<file path="src/rtl/mips_bus_arbiter.sv">
// Two-master, one-slave round-robin arbiter for the CPU memory bus.
// A grant is held from the first request until the slave completes the transfer or the master aborts.
module mips_bus_arbiter #(
  parameter int ADDR_W = 32
) (
  input  logic              clk,
  input  logic              rst,

  input  logic [ADDR_W-1:0] m0_address,
  input  logic              m0_read,
  input  logic              m0_write,
  input  logic [31:0]       m0_writedata,
  input  logic [3:0]        m0_byteenable,
  output logic              m0_waitrequest,
  output logic [31:0]       m0_readdata,

  input  logic [ADDR_W-1:0] m1_address,
  input  logic              m1_read,
  input  logic              m1_write,
  input  logic [31:0]       m1_writedata,
  input  logic [3:0]        m1_byteenable,
  output logic              m1_waitrequest,
  output logic [31:0]       m1_readdata,

  output logic [ADDR_W-1:0] s_address,
  output logic              s_read,
  output logic              s_write,
  output logic [31:0]       s_writedata,
  output logic [3:0]        s_byteenable,
  input  logic              s_waitrequest,
  input  logic [31:0]       s_readdata,

  output logic [1:0]        grant,
  output logic [1:0]        dbg_state,
  output logic              dbg_last
);

  typedef enum logic [1:0] {
    IDLE = 2'd0,
    GNT0 = 2'd1,
    GNT1 = 2'd2
  } state_t;

  state_t state_q;
  logic   last_q;
  logic   req0;
  logic   req1;

  assign req0 = m0_read | m0_write;
  assign req1 = m1_read | m1_write;

  // Handshake: a master holds read/write (and its address/data) until it sees
  // waitrequest low at a rising edge; that edge is the completion of the transfer.
  // Dropping the request earlier is an abort and returns the bus to IDLE.
  always_ff @(posedge clk or negedge rst) begin
    if (!rst) begin
      state_q <= IDLE;
      last_q  <= 1'b1;
    end else begin
      case (state_q)
        IDLE: begin
          if (req0 && req1) state_q <= last_q ? GNT0 : GNT1;
          else if (req0)    state_q <= GNT0;
          else if (req1)    state_q <= GNT1;
        end
        GNT0: begin
          if (!req0) begin
            state_q <= IDLE;
          end else if (!s_waitrequest) begin
            last_q  <= 1'b0;
            state_q <= req1 ? GNT1 : IDLE;
          end
        end
        GNT1: begin
          if (!req1) begin
            state_q <= IDLE;
          end else if (!s_waitrequest) begin
            last_q  <= 1'b1;
            state_q <= req0 ? GNT0 : IDLE;
          end
        end
        default: state_q <= IDLE;
      endcase
    end
  end

  // Slave-side mux: zeros and stalled masters whenever nobody owns the bus,
  // which also covers the asynchronous drop of strobes on reset.
  always_comb begin
    s_address      = '0;
    s_read         = 1'b0;
    s_write        = 1'b0;
    s_writedata    = '0;
    s_byteenable   = '0;
    m0_waitrequest = 1'b1;
    m1_waitrequest = 1'b1;
    case (state_q)
      GNT0: begin
        s_address      = m0_address;
        s_read         = m0_read;
        s_write        = m0_write;
        s_writedata    = m0_writedata;
        s_byteenable   = m0_byteenable;
        m0_waitrequest = s_waitrequest;
      end
      GNT1: begin
        s_address      = m1_address;
        s_read         = m1_read;
        s_write        = m1_write;
        s_writedata    = m1_writedata;
        s_byteenable   = m1_byteenable;
        m1_waitrequest = s_waitrequest;
      end
      default: ;
    endcase
  end

  assign m0_readdata = s_readdata;
  assign m1_readdata = s_readdata;

  assign grant     = {state_q == GNT1, state_q == GNT0};
  assign dbg_state = state_q;
  assign dbg_last  = last_q;

endmodule

</file>
<file path="config.mk">
export PLATFORM = sky130hd
export DESIGN_NAME = mips_bus_arbiter
export DESIGN_NICKNAME = d
export VERILOG_FILES = /design/src/rtl/mips_bus_arbiter.sv
export SDC_FILE = /design/constraint.sdc
export NUM_CORES = 1
export LEC_CHECK = 0
export CAP_MARGIN = 0
export CORE_AREA = 5 5 121 123
export CTS_CLUSTER_SIZE = 12
export DETAILED_ROUTE_END_ITERATION = 7
export DIE_AREA = 0 0 126 128
export PLACE_DENSITY_LB_ADDON = 0.25
export SETUP_SLACK_MARGIN = 0.5
export SYNTH_ARGS = -nofsm -noshare
export SYNTH_HDL_FRONTEND = slang
export SYNTH_SLANG_ARGS = --single-unit
</file>
<file path="constraint.sdc">
create_clock -name clk -period 4.8 [get_ports clk]
set_clock_uncertainty 0.15 [all_clocks]
set_input_delay 0.96 -clock clk [delete_from_list [all_inputs] [get_ports clk]]
set_output_delay 0.96 -clock clk [all_outputs]
set_load 0.05 [all_outputs]
</file>
* After elaboration in Yosys (flattened, before gate mapping)
Cells that the tools add are included.
Word-level totals: input port bits 175, word-level logic and storage cells 41, output and inout port bits 141, flip-flop bits (word level) 3
Cells by class: equal/unequal tests 9, reduce and logical (&&, ||, !) cells 5, bitwise gates (word level) 2, multiplexer cells 23
Operators with widths (count):
- $pmux W32 S2 | 2
- $mux W2 | 9
- $pmux W4 S2 | 1
- $mux W1 | 7
- $ne A3 B3 Y1 const B | 2
- $pmux W1 S2 | 3
- $pmux W2 S3 | 1
- $reduce_and A5 Y1 | 1
- $ne A2 B1 Y1 const B | 2
- $ne A2 B2 Y1 const B | 2
- $ne A4 B4 Y1 const B | 1
- $reduce_and A3 Y1 | 1
- $eq A2 B1 Y1 const B | 1
- $eq A2 B2 Y1 const B | 1
- $logic_not A2 Y1 | 1
- $or A1 B1 Y1 | 2
- $reduce_bool A2 Y1 | 1
- $logic_and A1 B1 Y1 | 1

* Depth between registers and ports, before layout
Gate-level depths: netlist of the first run.
depth after elaboration 5, mapped depth 7, gate-level depth less buffers 6

* Worst setup path after synthesis of the first run
OpenSTA, ideal clock, no wires.
path kind flip-flop to output port, start point register state_q[1] (netlist: dbg_state[1]), end point output port s_address[10], stages on the path, launching flop included 6, arrival 2603 ps, path slack 1087 ps, required time 3690 ps, path buffers 2, cells stage by stage dfrtp_1 > ha_1 > buf_2 > clkbuf_1 > a22oi_1 > nor2b_1
On the way: word-level cells in the longest chain between the ends 2, elaborated cells on any way between the ends 3, those cells by class 2 x eq/ne; 1 x mux
RTL lines:
- from (decl) | line 44 | state_t state_q;
- from (signal assigned) | line 62 | if (req0 && req1) state_q <= last_q ? GNT0 : GNT1;
- from (signal assigned) | line 71 | state_q <= req1 ? GNT1 : IDLE;
- from (signal assigned) | line 79 | state_q <= req0 ? GNT0 : IDLE;
- $eq A2 B2 Y1
- named net grant[1] | line 33 | output logic [1:0] grant,
- $pmux W32 S2 | line 97 | case (state_q)
- to (decl) | line 25 | output logic [ADDR_W-1:0] s_address,
The timed path passes the listed nets, and every way through them passes these cells.

* Worst setup path in the final report of the first run
start point register state_q[1] (netlist: dbg_state[1]), end point output port s_writedata[27]
On the way: word-level cells in the longest chain between the ends 2, elaborated cells on any way between the ends 3, those cells by class 2 x eq/ne; 1 x mux
RTL lines:
- $eq A2 B2 Y1 or $eq A2 B1 Y1 (tied branches) | line 97
- $pmux W32 S2 (*) | line 97
- to (decl) | line 28 | output logic [31:0] s_writedata,
Every way passes the cells marked *; elsewhere a longest branch is shown, timed or not.

==> results.md, run 1 <==
* Crit-path slowest cell: clkdlybuf4s50_1
* Critical path's largest stage delay at 830 ps
* Count of standard-cell rows at 43
* Syn nets at 438
* Port bufs at 219
* Clock H-tree levels at 1
* Final Wtd Congestion at 0.804
* Setup crit end kind: output port
* Max Fclk at 252 MHz
* Global-route wire length before repair at 13200 um
* Top cell type by total area after synthesis: a22oi_1
* Synth top area cells: a22oi_1, buf_4, nor2b_1, buf_2, ha_1
* Critical path buffers and inverters at 3
* Critical path class: reg -> out
* Footprint of the flip-flops and latches at 76.3 sq um
* Mapped Area at 0.00184 sq mm
* GR Layer Usage met2 at 17.7%
* Core box area at 0.0136 sq mm
* Outcome: finished, final reports clean
* Maximum fanout along the worst path at 44
* Switching share of power at 58.5%
* Minimum setup slack in the final design at 829 ps
* Detailed-route wire length at 8810 um
* Post-Syn Area per Cell at 7.14 sq um
* Combined area of the multi-input logic cells at 0.00118 sq mm
* TritonCTS clock tree: yes
* Global-route total usage across every layer at 9.84%
* Post-CTS clock slew at the launch and capture registers of the worst setup and hold paths at 30 ps
* Cell chosen for the clock root: clkbuf_16
* IR Drop Worst-Case VDD at 0.000325 V
* CP required at 3690 ps
* Portion of total power attributed to combinational logic at 92.5%
* Cell family with most CP delay: buffers and inverters
* DRC at 0
* Total gr overflow at 0
* Number of setup buffers added after CTS at 0
* Number of flip-flops and latches in the synthesized netlist at 3
* Post-place setup slack at 1000 ps
* Sinks on Clock Net at 3
* Detail Route Antenna Nets at 0
* Number of hold buffers added after CTS at 0
* Unrepaired setup endpoints after global routing: no
* Number of vias after detailed routing at 2316
* Antenna fix cells at 0
* Dpl hpwl at 7190 um
* Instance area at placement at 0.00374 sq mm
* Max Buffers Root-to-Sink at 2
* Initial antenna violation count at 0
* Synthesized instance count at 258
* Met1 track utilization from global routing at 10.6%
* Critical Path AT at 2860 ps
* CP cell instances: inv_1, ha_1, buf_12, nor2b_1, clkdlybuf4s50_1
* Boundary pin count at 316
* First-iteration detailed-routing DRC count at 91
* Warnings from Yosys at 0
* Share of the synthesized area in the top cell type at 28.5%
* Layout cells sized above 1 at 3.27%
* Gates resized, CTS repair at 0
* Number of buffers added by the clock tree synthesis step at 3
* Maximum number of pins on one net before global-route repair at 47
* Via count normalized by instance count at 4.01
* Post-layout total power at 2.49 mW
* Clock latency of the later-clocked register in the worst-skew pair at 220 ps
* Final core utilization at 28.2%
* Kind of launch point of the worst setup path: register
* Final period utilization at 82.7%
* Overall die area at 0.0161 sq mm
* Internal power at 1.03 mW
* Vias in the first global route at 2558
* Sequential Power Share at 2.3%
* Setup Total Neg Slack at 0 ps
* Final-layout fill cell count at 1506
* Slew at the pin closest to its max-slew limit at 803 ps
* Final-stage net count at 578
* Max cap viols at 0
* Leakage power total at 1.24 nW
* Die Y-Extent at 128 um
* Most Crowded Layer GR: met2
* Clock group share of total power at 5.3%
* Share of the yosys chip area belonging to registers at 4.14%
* NetSw at 1.46 mW
* Final Hold Viols at 0
* Relative max-transition margin at 46.5%
* Number of library cell types mapped by synthesis at 26
* Starting utilization of the core area at 13.6%
* Area of all placed cells without fillers at 0.00382 sq mm
* Kind of path behind the tightest hold check: reg -> reg
* Period minus WS final at 3970 ps
* First-pass iteration count of the detailed router at 4
* Total setup violations reported at the end of the flow at 0
* Detailed-route wire length per cell at 15.3 um
* Met3 routing resource usage after global routing at 3.42%
* Layout Area Growth over Synthesis at 107%
* Die Wd at 126 um
* Power density relative to cell area at 653 mW/mm^2
* Max-slew violation total from the final report at 0
layout make-up:
type	instances	share of cell area (%)
clock buffers	4	2.06
inverters	2	0.197
multi-input cells	166	30.8
flip-flops and latches	3	2.00
well taps	180	5.90
repair buffers	222	59.0
path summary, 6_finish.rpt:
path	start	endpoint	slack, ps	cells after the start
max	dbg_state[1]	s_writedata[27]	830	5
max reg2reg	dbg_state[1]	dbg_state[1]	2640	6
min	dbg_last	dbg_last	390	1
min in group asynchronous	rst	dbg_state[0]	770	1
max in group asynchronous	rst	dbg_last	3510	1
min reg2reg	dbg_last	dbg_last	390	1
synthesized netlist by cell type, drive strengths merged:
master  count
a32o        1
o21ba       1
ha          5
a211o       1
nand2       2
o21ai       4
o22a        1
mux2        1
a31oi       1
or2         1
buf        78
clkbuf      9
dfrtp       2
inv         2
or3b        1
a22oi      70
dfstp       1
a21oi       1
mux2i       1
nor2        3
nand2b      2
nor2b      70
sequential cells by signal, indices dropped and copies added, names as in the netlist:
| register | flops |
|---|---|
| dbg_last | 1 |
| dbg_state | 2 |
cells in the final DEF (no fill, tap or decap), types with 2 or more instances in the layout:
cell / netlist / routed
a22oi_1: 70 / 70
buf_12: 0 / 3
clkbuf_16: 0 / 3
clkdlybuf4s50_1: 0 / 219
dfrtp_1: 2 / 2
ha_1: 5 / 3
ha_2: 0 / 2
inv_1: 2 / 2
nand2_1: 2 / 2
nand2b_1: 2 / 2
nor2_1: 2 / 2
nor2b_1: 70 / 70
o21ai_1: 2 / 2
metal layers:
layer / vias to the layer above / routed length [um]
li1: 1122 / -
met1: 1030 / 3180
met2: 130 / 4440
met3: 34 / 910
met4: 0 / 281
met5: - / 0
cell families after synthesis:
| group | share of synthesized area [%] |
|---|---|
| buf+inv | 32.2 |
| mux | 1.36 |
| fa+ha+maj | 3.39 |
| compound gates | 32.5 |
| flops | 4.14 |
| simple gates | 26.4 |
power by group through the flow:
| stage | registers [mW] | clock network [mW] | logic [mW] |
|---|---|---|---|
| after floorplan | 0.0949 | 0 | 1.66 |
| after global placement | 0.0551 | 0 | 2.34 |
| after detailed placement | 0.0568 | 0 | 2.33 |
| after CTS | 0.0569 | 0.134 | 2.34 |
| after global routing | 0.0592 | 0.138 | 2.44 |
| final | 0.0563 | 0.131 | 2.30 |
per-stage QoR:
step	hold WS, ps	std cells
2_1_floorplan	480	258
3_3_place_gp	392	573
3_5_place_dp	395	573
4_1_cts	399	577
5_1_grt	409	577
6_report	392	577
(Power assumes the default switching activity.)
==> inputs of run 2 (changes only) <==
Clock period 4.8 ns to 3.2 ns, I/O delays scaled along.
==> results.md, run 2 (synthesis results as in run 1) <==
* Detailed-route wire length per cell at 16.9 um
* Max cap viols at 0
* Portion of total power attributed to combinational logic at 94.3%
* Power density relative to cell area at 1050 mW/mm^2
* Sinks on Clock Net at 3
* Relative max-transition margin at 64.6%
* Final period utilization at 79.7%
* Final Hold Viols at 0
* Die Wd at 126 um
* Hold depth at 1
* Overall die area at 0.0161 sq mm
* Max-slew violation total from the final report at 0
* Via count normalized by instance count at 4.19
* Kind of launch point of the worst setup path: register
* Number of hold buffers added after CTS at 0
* TritonCTS clock tree: yes
* Number of buffers added by the clock tree synthesis step at 3
* First-pass iteration count of the detailed router at 4
* DRC at 0
* Core box area at 0.0136 sq mm
* Max Buffers Root-to-Sink at 2
* Dpl hpwl at 7310 um
* FF-to-FF End: dbg_state[1]
* Unrepaired setup endpoints after global routing: no
* Global-route total usage across every layer at 11.0%
* Cell chosen for the clock root: clkbuf_16
* Layout cells sized above 1 at 41.5%
* Number of standard cells in the final layout excluding fillers at 585
* Outcome: finished, final reports clean
* Critical path class: reg -> out
* Critical path's largest stage delay at 420 ps
* Leakage power total at 1.73 nW
* Total gr overflow at 0
* Switching share of power at 50.3%
* Minimum setup slack among reg-to-reg paths at 1300 ps
* Critical Path AT at 1760 ps
* Minimum setup slack in the final design at 650 ps
* Initial antenna violation count at 0
* Clock latency of the later-clocked register in the worst-skew pair at 220 ps
* Number of cells on the worst reg-to-reg path at 7
* Port bufs at 219
* Max Fclk at 392 MHz
* Starting utilization of the core area at 13.6%
* Detail Route Antenna Nets at 0
* CP required at 2410 ps
* Total instance count after detailed placement at 574
* Internal power at 2.53 mW
* Post-place setup slack at 587 ps
* Period minus WS final at 2550 ps
* Antenna fix cells at 0
* Clock group share of total power at 3.9%
* Post-CTS clock slew at the launch and capture registers of the worst setup and hold paths at 30 ps
* Reg-to-reg startpoint: dbg_state[1]
* Total setup violations reported at the end of the flow at 0
* Startpoint of the tightest hold check path: dbg_last
* Die Y-Extent at 128 um
* Vias in the first global route at 2661
* Global-route wire length before repair at 14600 um
* Post-layout total power at 5.09 mW
* Slew at the pin closest to its max-slew limit at 530 ps
* Crit-path slowest cell: dfrtp_2
* Kind of path behind the tightest hold check: reg -> reg
* Commonest non-fill, non-tap cell in the layout: clkdlybuf4s50_1
* Endpoint, Worst Hold: dbg_last
* Most frequent cells in the layout: clkdlybuf4s50_1, buf_12, a22oi_1
* Setup crit end kind: output port
* Count of standard-cell rows at 43
* Number of vias after detailed routing at 2452
* Maximum number of pins on one net before global-route repair at 72
* Detailed-route wire length at 9880 um
* Layout Area Growth over Synthesis at 163%
* Final core utilization at 35.8%
* Final Wtd Congestion at 0.752
* Clock H-tree levels at 1
* Maximum fanout along the worst path at 35
* Setup Total Neg Slack at 0 ps
* CP cell instances: inv_1, ha_2, clkbuf_16, nor2b_2, buf_12
* Sequential Power Share at 1.8%
* Boundary pin count at 316
* Final-stage net count at 586
* IR Drop Worst-Case VDD at 0.000416 V
* First-iteration detailed-routing DRC count at 54
* NetSw at 2.56 mW
* Max FFs per register at 2
[run 2: what timing repair did]
action / 4_1_cts / 5_1_grt
pin swaps: 1 / 2
gates cloned: 0 / 1
endpoints found under the setup margin: 44 / 38
endpoints found under the hold margin: 0 / 0
resized for setup: 1 / 0
setup buffers: 3 / 3
[run 2: final cells by class]
class                   count  area [sq um]
multi-input cells         166          1430
repair buffers            230          3040
flip-flops and latches      3          78.8
well taps                 180           225
clock buffers               4          78.8
fillers                  1388          8710
inverters                   2          7.51
[run 2: metal layers]
| metal | global-route usage [%] | up-vias | wire, um |
|---|---|---|---|
| met5 | 0 | - | 0 |
| met4 | 3.41 | 0 | 228 |
| met3 | 4.33 | 22 | 1020 |
| met2 | 19.6 | 152 | 5160 |
| met1 | 12.0 | 1133 | 3480 |
| li1 | - | 1145 | - |
[run 2: power by group through the flow]
stage | clock, mW | sequential [mW] | combinational [mW]
detailed placement | 0 | 0.0930 | 4.69
global placement | 0 | 0.0918 | 4.66
floorplan | 0 | 0.150 | 2.80
CTS | 0.204 | 0.0940 | 4.78
global route | 0.207 | 0.0962 | 5.05
finish | 0.200 | 0.0917 | 4.80
[run 2: how the worst max path moves through the flow]
| stage | startpoint | slack [ps] | depth (start not counted) | to |
|---|---|---|---|---|
| floorplan | dbg_state[0] | 520 | 6 | s_address[10] |
| global placement | dbg_state[0] | 610 | 6 | s_address[9] |
| detailed placement | dbg_state[0] | 590 | 6 | s_writedata[26] |
| CTS | dbg_state[0] | 540 | 6 | s_writedata[26] |
| global route | dbg_state[1] | 560 | 5 | s_address[20] |
| finish | dbg_state[1] | 650 | 5 | s_read |
[run 2: stage by stage]
step / hold slack, ps / cell area, sq um
detailed placement: 395 / 4690
floorplan: 194 / 2100
global route: 413 / 4850
finish: 390 / 4850
CTS: 401 / 4800
global placement: 390 / 4690
[run 2: worst max-delay path: cells and delay by family (launching register included)]
family,cells,cell delay (ps)
buffers and inverters,3,490
flip-flops,1,420
adder cells (fa/ha/maj),1,400
AND/OR/NAND/NOR,1,210
